**src/rtl/biquad_coeff_sequencer_pkg.sv**
```systemverilog
// Shared constants, FSM encoding and mask-scan helper for the biquad coefficient sequencer.
package biquad_coeff_sequencer_pkg;

    localparam int CBITS_DEFAULT = 18;
    localparam int MAX_FILT      = 32;

    typedef enum logic [2:0] {
        IDLE,
        LOAD,
        SETTLE,
        UPDATE,
        DONE
    } state_t;

    // Lowest set bit of mask at or above start, or limit when none remain.
    function automatic int next_set(input logic [MAX_FILT-1:0] mask, input int start, input int limit);
        int r;
        r = limit;
        for (int i = MAX_FILT - 1; i >= 0; i--) begin
            if (i < limit && i >= start && mask[i]) begin
                r = i;
            end
        end
        return r;
    endfunction

endpackage

```
**src/rtl/biquad_coeff_shadow.sv**
```systemverilog
// Shadow coefficient register file: synchronous write, asynchronous read, address range check.
module biquad_coeff_shadow
    import biquad_coeff_sequencer_pkg::*;
#(
    parameter int NFILT   = 2,
    parameter int NCOEFF  = 2,
    parameter int CBITS   = CBITS_DEFAULT,
    parameter int ADRBITS = $clog2(NFILT*NCOEFF)
) (
    input  logic               clk,
    input  logic               rst_n,
    input  logic               wr_en,
    input  logic [ADRBITS-1:0] wr_adr,
    input  logic [CBITS-1:0]   wr_dat,
    input  logic [ADRBITS-1:0] rd_adr,
    output logic [CBITS-1:0]   rd_dat,
    output logic               adr_ok
);

    localparam int DEPTH = NFILT * NCOEFF;

    logic [CBITS-1:0] mem [DEPTH];

    assign adr_ok = (32'(wr_adr) < DEPTH);
    assign rd_dat = mem[rd_adr];

    always_ff @(posedge clk) begin
        if (!rst_n) begin
            for (int i = 0; i < DEPTH; i++) begin
                mem[i] <= '0;
            end
        end else if (wr_en && adr_ok) begin
            mem[wr_adr] <= wr_dat;
        end
    end

endmodule

```
**src/rtl/biquad_coeff_sequencer.sv**
```systemverilog
// Loads shadowed coefficients into the B1 cascades of selected biquads, then swaps B2 atomically.
module biquad_coeff_sequencer
    import biquad_coeff_sequencer_pkg::*;
#(
    parameter int NFILT  = 2,
    parameter int NCOEFF = 2,
    parameter int CBITS  = CBITS_DEFAULT,
    localparam int ADRBITS = $clog2(NFILT*NCOEFF)
) (
    input  logic               clk,
    input  logic               rst_n,
    input  logic [ADRBITS-1:0] cfg_adr_i,
    input  logic [CBITS-1:0]   cfg_dat_i,
    input  logic               cfg_wr_i,
    input  logic               commit_i,
    input  logic [NFILT-1:0]   commit_mask_i,
    output logic               busy_o,
    output logic               done_o,
    output logic               err_o,
    output logic [CBITS-1:0]   coeff_dat_o,
    output logic [NFILT-1:0]   coeff_wr_o,
    output logic [NFILT-1:0]   coeff_update_o
);

    localparam int FW = $clog2(NFILT + 1);
    localparam int CW = $clog2(NCOEFF + 1);

    state_t             state, state_nxt;
    logic [NFILT-1:0]   mask_q;
    logic [FW-1:0]      filt;
    logic [CW-1:0]      coeff;
    int                 nxt_filt;
    logic               last_word;
    logic [ADRBITS-1:0] rd_adr;
    logic [CBITS-1:0]   rd_dat;
    logic               adr_ok;
    logic               err_q;
    logic [CBITS-1:0]   dat_q;

    assign rd_adr = ADRBITS'(int'(filt) * NCOEFF + int'(coeff));

    biquad_coeff_shadow #(
        .NFILT   (NFILT),
        .NCOEFF  (NCOEFF),
        .CBITS   (CBITS),
        .ADRBITS (ADRBITS)
    ) u_shadow (
        .clk    (clk),
        .rst_n  (rst_n),
        .wr_en  (cfg_wr_i && !busy_o),
        .wr_adr (cfg_adr_i),
        .wr_dat (cfg_dat_i),
        .rd_adr (rd_adr),
        .rd_dat (rd_dat),
        .adr_ok (adr_ok)
    );

    always_comb begin
        nxt_filt       = next_set(MAX_FILT'(mask_q), int'(filt) + 1, NFILT);
        last_word      = (coeff == '0) && (nxt_filt >= NFILT);
        state_nxt      = state;
        busy_o         = 1'b0;
        done_o         = 1'b0;
        coeff_wr_o     = '0;
        coeff_update_o = '0;
        case (state)
            IDLE: begin
                if (commit_i) begin
                    state_nxt = (commit_mask_i != '0) ? LOAD : DONE;
                end
            end
            LOAD: begin
                busy_o     = 1'b1;
                coeff_wr_o = NFILT'(1) << filt;
                if (last_word) begin
                    state_nxt = SETTLE;
                end
            end
            SETTLE: begin
                busy_o    = 1'b1;
                state_nxt = UPDATE;
            end
            UPDATE: begin
                busy_o         = 1'b1;
                coeff_update_o = mask_q;
                state_nxt      = DONE;
            end
            DONE: begin
                done_o    = 1'b1;
                state_nxt = IDLE;
            end
            default: state_nxt = IDLE;
        endcase
    end

    // Data trails its write strobe by one cycle because the filter registers coeff_wr_i internally.
    always_ff @(posedge clk) begin
        if (!rst_n) begin
            state  <= IDLE;
            mask_q <= '0;
            filt   <= '0;
            coeff  <= '0;
            dat_q  <= '0;
            err_q  <= 1'b0;
        end else begin
            state <= state_nxt;
            err_q <= (cfg_wr_i && (busy_o || !adr_ok)) || (commit_i && state != IDLE);
            if (state == IDLE && commit_i) begin
                mask_q <= commit_mask_i;
                filt   <= FW'(next_set(MAX_FILT'(commit_mask_i), 0, NFILT));
                coeff  <= CW'(NCOEFF - 1);
            end else if (state == LOAD) begin
                dat_q <= rd_dat;
                if (coeff == '0) begin
                    if (nxt_filt < NFILT) begin
                        filt <= FW'(nxt_filt);
                    end
                    coeff <= CW'(NCOEFF - 1);
                end else begin
                    coeff <= coeff - CW'(1);
                end
            end
        end
    end

    assign err_o       = err_q;
    assign coeff_dat_o = dat_q;

endmodule

```
**config.mk**
```make
export PLATFORM = sky130hd
export DESIGN_NAME = biquad_coeff_sequencer
export DESIGN_NICKNAME = d
export VERILOG_FILES = /design/src/rtl/biquad_coeff_sequencer_pkg.sv /design/src/rtl/biquad_coeff_shadow.sv /design/src/rtl/biquad_coeff_sequencer.sv
export SDC_FILE = /design/constraint.sdc
export NUM_CORES = 1
export LEC_CHECK = 0
export CORE_ASPECT_RATIO = 2
export CORE_MARGIN = 4
export CORE_UTILIZATION = 49
export CTS_CLUSTER_SIZE = 16
export DETAILED_ROUTE_END_ITERATION = 6
export PLACE_DENSITY = 0.75
export SYNTH_ARGS = -nofsm -noshare
export SYNTH_HDL_FRONTEND = slang
export SYNTH_SLANG_ARGS = --single-unit
export TNS_END_PERCENT = 30
```
**constraint.sdc**
```tcl
create_clock -name clk -period 3.4 [get_ports clk]
set_clock_uncertainty 0.2 [all_clocks]
set_input_delay 1.02 -clock clk [delete_from_list [all_inputs] [get_ports clk]]
set_output_delay 1.02 -clock clk [all_outputs]
set_load 0.02 [all_outputs]
```
==> results.sh, run 1 <==
export IMPL_status="complete, no violations"
export IMPL_fin_crit_sh=0.941
export IMPL_p_clk_frac=0.349
export IMPL_syn_inst=285
export IMPL_io_pins=51
export IMPL_rsz0062_at_grt="false"
export IMPL_p_comb_frac=0.136
export IMPL_path_class="flop to primary output"
export IMPL_grt_max_degree=19
export IMPL_syn_mean_instance_area_um2=15.1
export IMPL_nets=369
export IMPL_synth_compound_gate_area_share=0.0644
export IMPL_drv_slew=0
export IMPL_synth_seq_cells=100
export IMPL_core_um2=8590
export IMPL_yosysWarnings=0
export IMPL_power_density_nw_per_um2=531
export IMPL_pwr_share_seq=0.515
export IMPL_critPathMaxFanout=11
export IMPL_wl_met1_um=3260
export IMPL_synth_top_flop_cell="edfxtp_1"
export IMPL_start_util=0.500
export IMPL_drive_gt1_frac=0.132
export IMPL_routed_wl_um=8750
export IMPL_critPathLaunchType="flop"
export IMPL_p_leak_nw=1.94
export IMPL_slowest_delay_ps=630
export IMPL_dieWidth_um=74.2
export IMPL_num_rows=48
export IMPL_worstPathCellList="nand2_1, nor3b_1, clkdlybuf4s50_1"
export IMPL_synth_edf_count=72
export IMPL_cp_end_kind="primary output"
export IMPL_synth_top_family_by_area="simple AND/OR/NAND/NOR gates"
export IMPL_cts_tree="built"
export IMPL_finalHoldViolations=0
export IMPL_dr_first_iter_drc_count=109
export IMPL_hold_path_class="flop to flop"
export IMPL_die_area_um2=10400
export IMPL_rr_startpoint="coeff[1]"
export IMPL_dpl_hpwl_um=5820
export IMPL_drc_errors=0
export IMPL_final_setup_viol_count=0
export IMPL_period_needed_ps=3200
export IMPL_synth_fp_nets=311
export IMPL_slew_headroom=0.326
export IMPL_setup_tns_final_ps=0
export IMPL_htreeDepth=3
export IMPL_viasPerCell=5.62
export IMPL_synth_adder_area_share=0
export IMPL_diodes=0
export IMPL_worst_slew_pin_slew_ps=1010
export IMPL_slowest_stage="clkdlybuf4s50_1"
export IMPL_r2r_end="coeff_dat_o[6]"
export IMPL_yosysSeqAreaShare=0.634
export IMPL_hold_depth=1
export IMPL_hold_end="coeff_dat_o[6]"
export IMPL_fmaxAchievable_mhz=313
export IMPL_p_sw_frac=0.228
export IMPL_grt_overflow_total=0
export IMPL_firstDrtPassIters=4
export IMPL_grt_pass1_vias=2646
export IMPL_post_cts_setup_buffer_count=0
export IMPL_reg2reg_slack_ps=1200
export IMPL_gp_congestion=0.834
export IMPL_p_switching_w=0.000631
export IMPL_synth_area_um2=4300
export IMPL_power_internal_w=0.00214
export IMPL_cp_data_required_time_ps=2180
export IMPL_dr_wl_met2_um=4990
export IMPL_numCtsBuffers=9
export IMPL_wl_met3_um=320
export IMPL_maxCapViolCount=0
export IMPL_cp_top_family="buffers and inverters"
export IMPL_irDropWorstVdd_uv=284
export IMPL_timing_final_ws_setup_ps=200
export IMPL_synth_cell_types=41
export IMPL_arrival_ps=1980
export IMPL_cts_reportedPaths_clkPinSlew_ps=60
export IMPL_clock_latency_ps=340
export IMPL_hold_start="coeff_dat_o[6]"
export IMPL_die_y_um=140
export IMPL_grt_usage=0.184
export IMPL_synth_simple_area_share=0.163
export IMPL_area_growth_pct=21.6
export IMPL_critPathBufInv=1
export IMPL_worstRegToRegCells=3
export IMPL_grt_pass1_wl_um=13900
export IMPL_numClockSinks=100
export IMPL_highest_layer="met4"
export IMPL_synthXorXnorAreaFrac=0.00641
export IMPL_root_buffer="clkbuf_16"
export IMPL_antenna_found_initial=0
export IMPL_wire_per_inst_um=19.5
export IMPL_synthMuxAreaShare=0.110
export IMPL_vias=2518
export IMPL_cts_hold_buf=0
export IMPL_portBuffers=50
export IMPL_cts_max_path_buffers=2
export IMPL_drtAntennaViolNets=0
export IMPL_postSynth_asyncResetShare=0
export IMPL_place_ws_ps=462
-- Yosys cell counts, drive strengths merged (3+ instances only) --
| library cell | number | area, µm² |
|---|---|---|
| buf | 9 | 53.8 |
| inv | 4 | 15.0 |
| mux4 | 18 | 432 |
| and2 | 74 | 463 |
| nor2 | 9 | 33.8 |
| nand2b | 8 | 50.1 |
| mux2i | 4 | 40.0 |
| a21oi | 5 | 28.8 |
| clkbuf | 7 | 28.8 |
| dfxtp | 28 | 561 |
| nor3b | 3 | 22.5 |
| nor4 | 3 | 48.8 |
| edfxtp | 72 | 2160 |
| a22o | 18 | 158 |
-- sequential cells by signal, indices dropped and copies added, names as in the netlist --
| signal | cells |
|---|---|
| coeff | 2 |
| coeff_dat_o | 18 |
| err_o | 1 |
| filt | 2 |
| mask_q | 2 |
| state | 3 |
| u_shadow.mem | 72 |
-- worst max-delay path by stage --
stage,depth (start not counted),endpoint,startpoint,slack [ps]
6_report,3,coeff_update_o[0],state[1],200
2_1_floorplan,4,u_shadow.mem[1][0],rst_n,610
4_1_cts,3,coeff_wr_o[0],state[2],140
5_1_grt,3,coeff_update_o[0],state[1],100
3_5_place_dp,5,u_shadow.mem[2][14],cfg_wr_i,460
3_3_place_gp,5,u_shadow.mem[2][14],cfg_wr_i,500
-- repair_timing --
item | in CTS | in global routing
endpoints found under the setup margin | 0 | 2
hold endpoints to repair | 0 | 0
gates resized for setup | 0 | 1
-- power groups by stage --
stage                     Combinational [W]  Clock (W)  Sequential (W)
after floorplan                    0.000227          0         0.00146
after global placement             0.000373          0         0.00145
after detailed placement           0.000382          0         0.00145
after CTS                          0.000383   0.000989         0.00143
after global routing               0.000408    0.00103         0.00144
final                              0.000377   0.000967         0.00143
-- layer usage --
layer | global-route usage | vias to the layer above
met2 | 0.339 | 52
li1 | - | 1182
met5 | 0 | -
met1 | 0.195 | 1271
met3 | 0.0388 | 13
met4 | 0.0755 | 0
-- through the flow --
stage	total power [W]	hold slack (ps)	utilization	cell area (µm²)	std cells
final	0.00277	279	0.608	5220	448
after global routing	0.00288	304	0.608	5220	448
after CTS	0.00280	284	0.607	5220	448
after detailed placement	0.00184	270	0.575	4940	432
after global placement	0.00182	267	0.575	4940	432
after floorplan	0.00168	252	-	4300	285
-- cell families after synthesis --
logic type	count (synthesis)
xor+xnor	1
compound gates	34
mux	22
simple gates	108
buf+inv	20
flops	100
-- layout make-up --
cell class	instances	area, µm²
Fill cell	661	3370
Sequential cell	100	2720
Multi-Input combinational cell	165	1480
Timing Repair Buffer	63	598
Clock buffer	12	236
Tap cell	100	125
Clock inverter	4	43.8
Inverter	4	15.0
-- layout by cell type, fill, tap and decap left out, types with 2 or more instances in the layout --
cell             count
nand2_1              2
mux2i_1              4
a21oi_1              4
clkbuf_16            9
and2_1              74
a22o_1              18
buf_4               13
dfxtp_1             28
clkbuf_1             3
inv_1                2
nor4b_2              2
clkinv_2             2
o21a_1               2
mux4_2              11
clkdlybuf4s50_1     50
nor3b_1              3
nand2b_1             8
nor2b_1              2
nor2_1               9
inv_2                2
edfxtp_1            72
nor4_4               2
mux4_1               7
(Power assumes the default switching activity.)
==> run 2: changes to the inputs <==
Settings changed: CORE_UTILIZATION 49 to 55, GPL_TIMING_DRIVEN from default to 0, PLACE_DENSITY 0.75 to 0.83.
==> run 2 against run 1 <==
Compared with the run above: die area shrank 10%; sequential power hardly changed; clock-buffer cell count down 1; maximum frequency is 2.7% lower; non-clock buffer count increased by 2; critical path depth up 2; largest cell class unchanged.
==> results.sh, run 2 (same netlist as run 1, synthesis figures left out) <==
export IMPL_status="complete, no violations"
export IMPL_cp_data_required_time_ps=3160
export IMPL_die_area_um2=9370
export IMPL_worstRegToRegCells=4
export IMPL_critPathMaxFanout=18
export IMPL_rsz0062_at_grt="false"
export IMPL_htreeDepth=3
export IMPL_diodes=0
export IMPL_regMostFlops="u_shadow.mem"
export IMPL_numClockSinks=100
export IMPL_die_y_um=133
export IMPL_worst_slew_pin_slew_ps=1050
export IMPL_whs_ps=281
export IMPL_p_leak_nw=1.94
export IMPL_wire_per_inst_um=20.5
export IMPL_grt_overflow_total=0
export IMPL_cts_reportedPaths_clkPinSlew_ps=60
export IMPL_finalHoldViolations=0
export IMPL_num_rows=45
export IMPL_cp_depth=5
export IMPL_viasPerCell=5.70
export IMPL_fin_crit_sh=0.968
export IMPL_clock_latency_ps=340
export IMPL_area_growth_pct=20.7
export IMPL_drive_gt1_frac=0.143
export IMPL_routed_wl_um=9100
export IMPL_slowest_delay_ps=870
export IMPL_dr_first_iter_drc_count=149
export IMPL_cts_hold_buf=0
export IMPL_dieWidth_um=70.5
export IMPL_dpl_hpwl_um=6110
export IMPL_core_um2=7600
export IMPL_layout_common_cells="74 x and2_1, 72 x edfxtp_1, 49 x clkdlybuf4s50_1"
export IMPL_arrival_ps=3050
export IMPL_critPathBufInv=2
export IMPL_io_pins=51
export IMPL_power_density_nw_per_um2=531
export IMPL_grt_pass1_wl_um=14500
export IMPL_hold_path_class="flop to flop"
export IMPL_cp_end_kind="flop"
export IMPL_largest_register_ffs=72
export IMPL_start_util=0.565
export IMPL_drc_errors=0
export IMPL_drtAntennaViolNets=0
export IMPL_grt_usage=0.208
export IMPL_cp_top_family="simple AND/OR/NAND/NOR gates"
export IMPL_root_buffer="clkbuf_16"
export IMPL_final_setup_viol_count=0
export IMPL_vias=2531
export IMPL_fmaxAchievable_mhz=304
export IMPL_firstDrtPassIters=4
export IMPL_grt_pass1_vias=2805
export IMPL_fin_area_um2=5180
export IMPL_path_class="primary input to flop"
export IMPL_portBuffers=49
export IMPL_numCtsBuffers=9
export IMPL_cts_tree="built"
export IMPL_drv_slew=0
export IMPL_setup_tns_final_ps=0
export IMPL_regArea_um2=2720
export IMPL_fillers=519
export IMPL_antenna_found_initial=0
export IMPL_cts_max_path_buffers=2
export IMPL_slew_headroom=0.303
export IMPL_grt_max_degree=19
export IMPL_mostFrequentLayoutCell="and2_1"
export IMPL_multi_input_area_um2=1490
export IMPL_nets=371
export IMPL_hold_depth=1
export IMPL_slowest_stage="nand2b_1"
export IMPL_placed_area_um2=4900
export IMPL_gp_congestion=0.846
export IMPL_critPathLaunchType="primary input"
export IMPL_irDropWorstVdd_uv=387
export IMPL_maxCapViolCount=0
export IMPL_period_needed_ps=3290
export IMPL_worstPathCellList="clkdlybuf4s50_1, nor2_1, and4_1, clkbuf_1, nand2b_1"
[run 2: changes by cell type in the layout (fill, tap and decap cells not counted), moves of 2 or more]
cell	change
nand2b_2	+2
clkbuf_1	+2
nand2b_1	-2
clkinv_2	+2
buf_2	+7
clkbuf_2	+3
buf_4	-12
[run 2: metal layers]
layer,global-route usage,share of wire,wire (µm),vias to the layer above
met4,0.0906,0.023,212,0
li1,-,-,-,1180
met2,0.389,0.57,5180,69
met1,0.225,0.37,3400,1268
met3,0.0304,0.034,312,14
met5,0,0,0,-
[run 2: power by group]
group	internal [W]	switching (W)	total [W]
clock network	0.000512	0.000429	0.000940
logic	0.000185	0.000206	0.000392
registers	0.00139	0.0000309	0.00142
[run 2: through the flow]
| stage | setup WS, ps | total power [W] | utilization | cells |
|---|---|---|---|---|
| after floorplan | 611 | 0.00168 | - | 285 |
| after global placement | -468 | 0.00183 | 0.645 | 428 |
| after detailed placement | -546 | 0.00184 | 0.645 | 428 |
| after CTS | 61.8 | 0.00276 | 0.681 | 444 |
| after global routing | 18.8 | 0.00284 | 0.682 | 444 |
| final | 110 | 0.00275 | 0.682 | 444 |
[run 2: area by class of cell]
class | count | area share
clock inverter | 5 | 0.00507
timing repair buffer | 49 | 0.0946
clock buffer | 11 | 0.0468
tap | 94 | 0.0227
inverter | 4 | 0.00290
multi-input combinational | 165 | 0.287
buffer | 16 | 0.0162
sequential | 100 | 0.525
[run 2: worst paths after layout]
check	startpoint	endpoint	slack, ps
max	cfg_adr_i[0]	u_shadow.mem[0][11]	110
max reg2reg	state[0]	u_shadow.mem[0][11]	810
min reg2reg	coeff_dat_o[6]	coeff_dat_o[6]	280
min	coeff_dat_o[6]	coeff_dat_o[6]	280
[run 2: timing repair]
item                                    4_1_cts  5_1_grt
buffers inserted                              0        0
endpoints found under the setup margin       37        1
gates resized for setup                       3        1
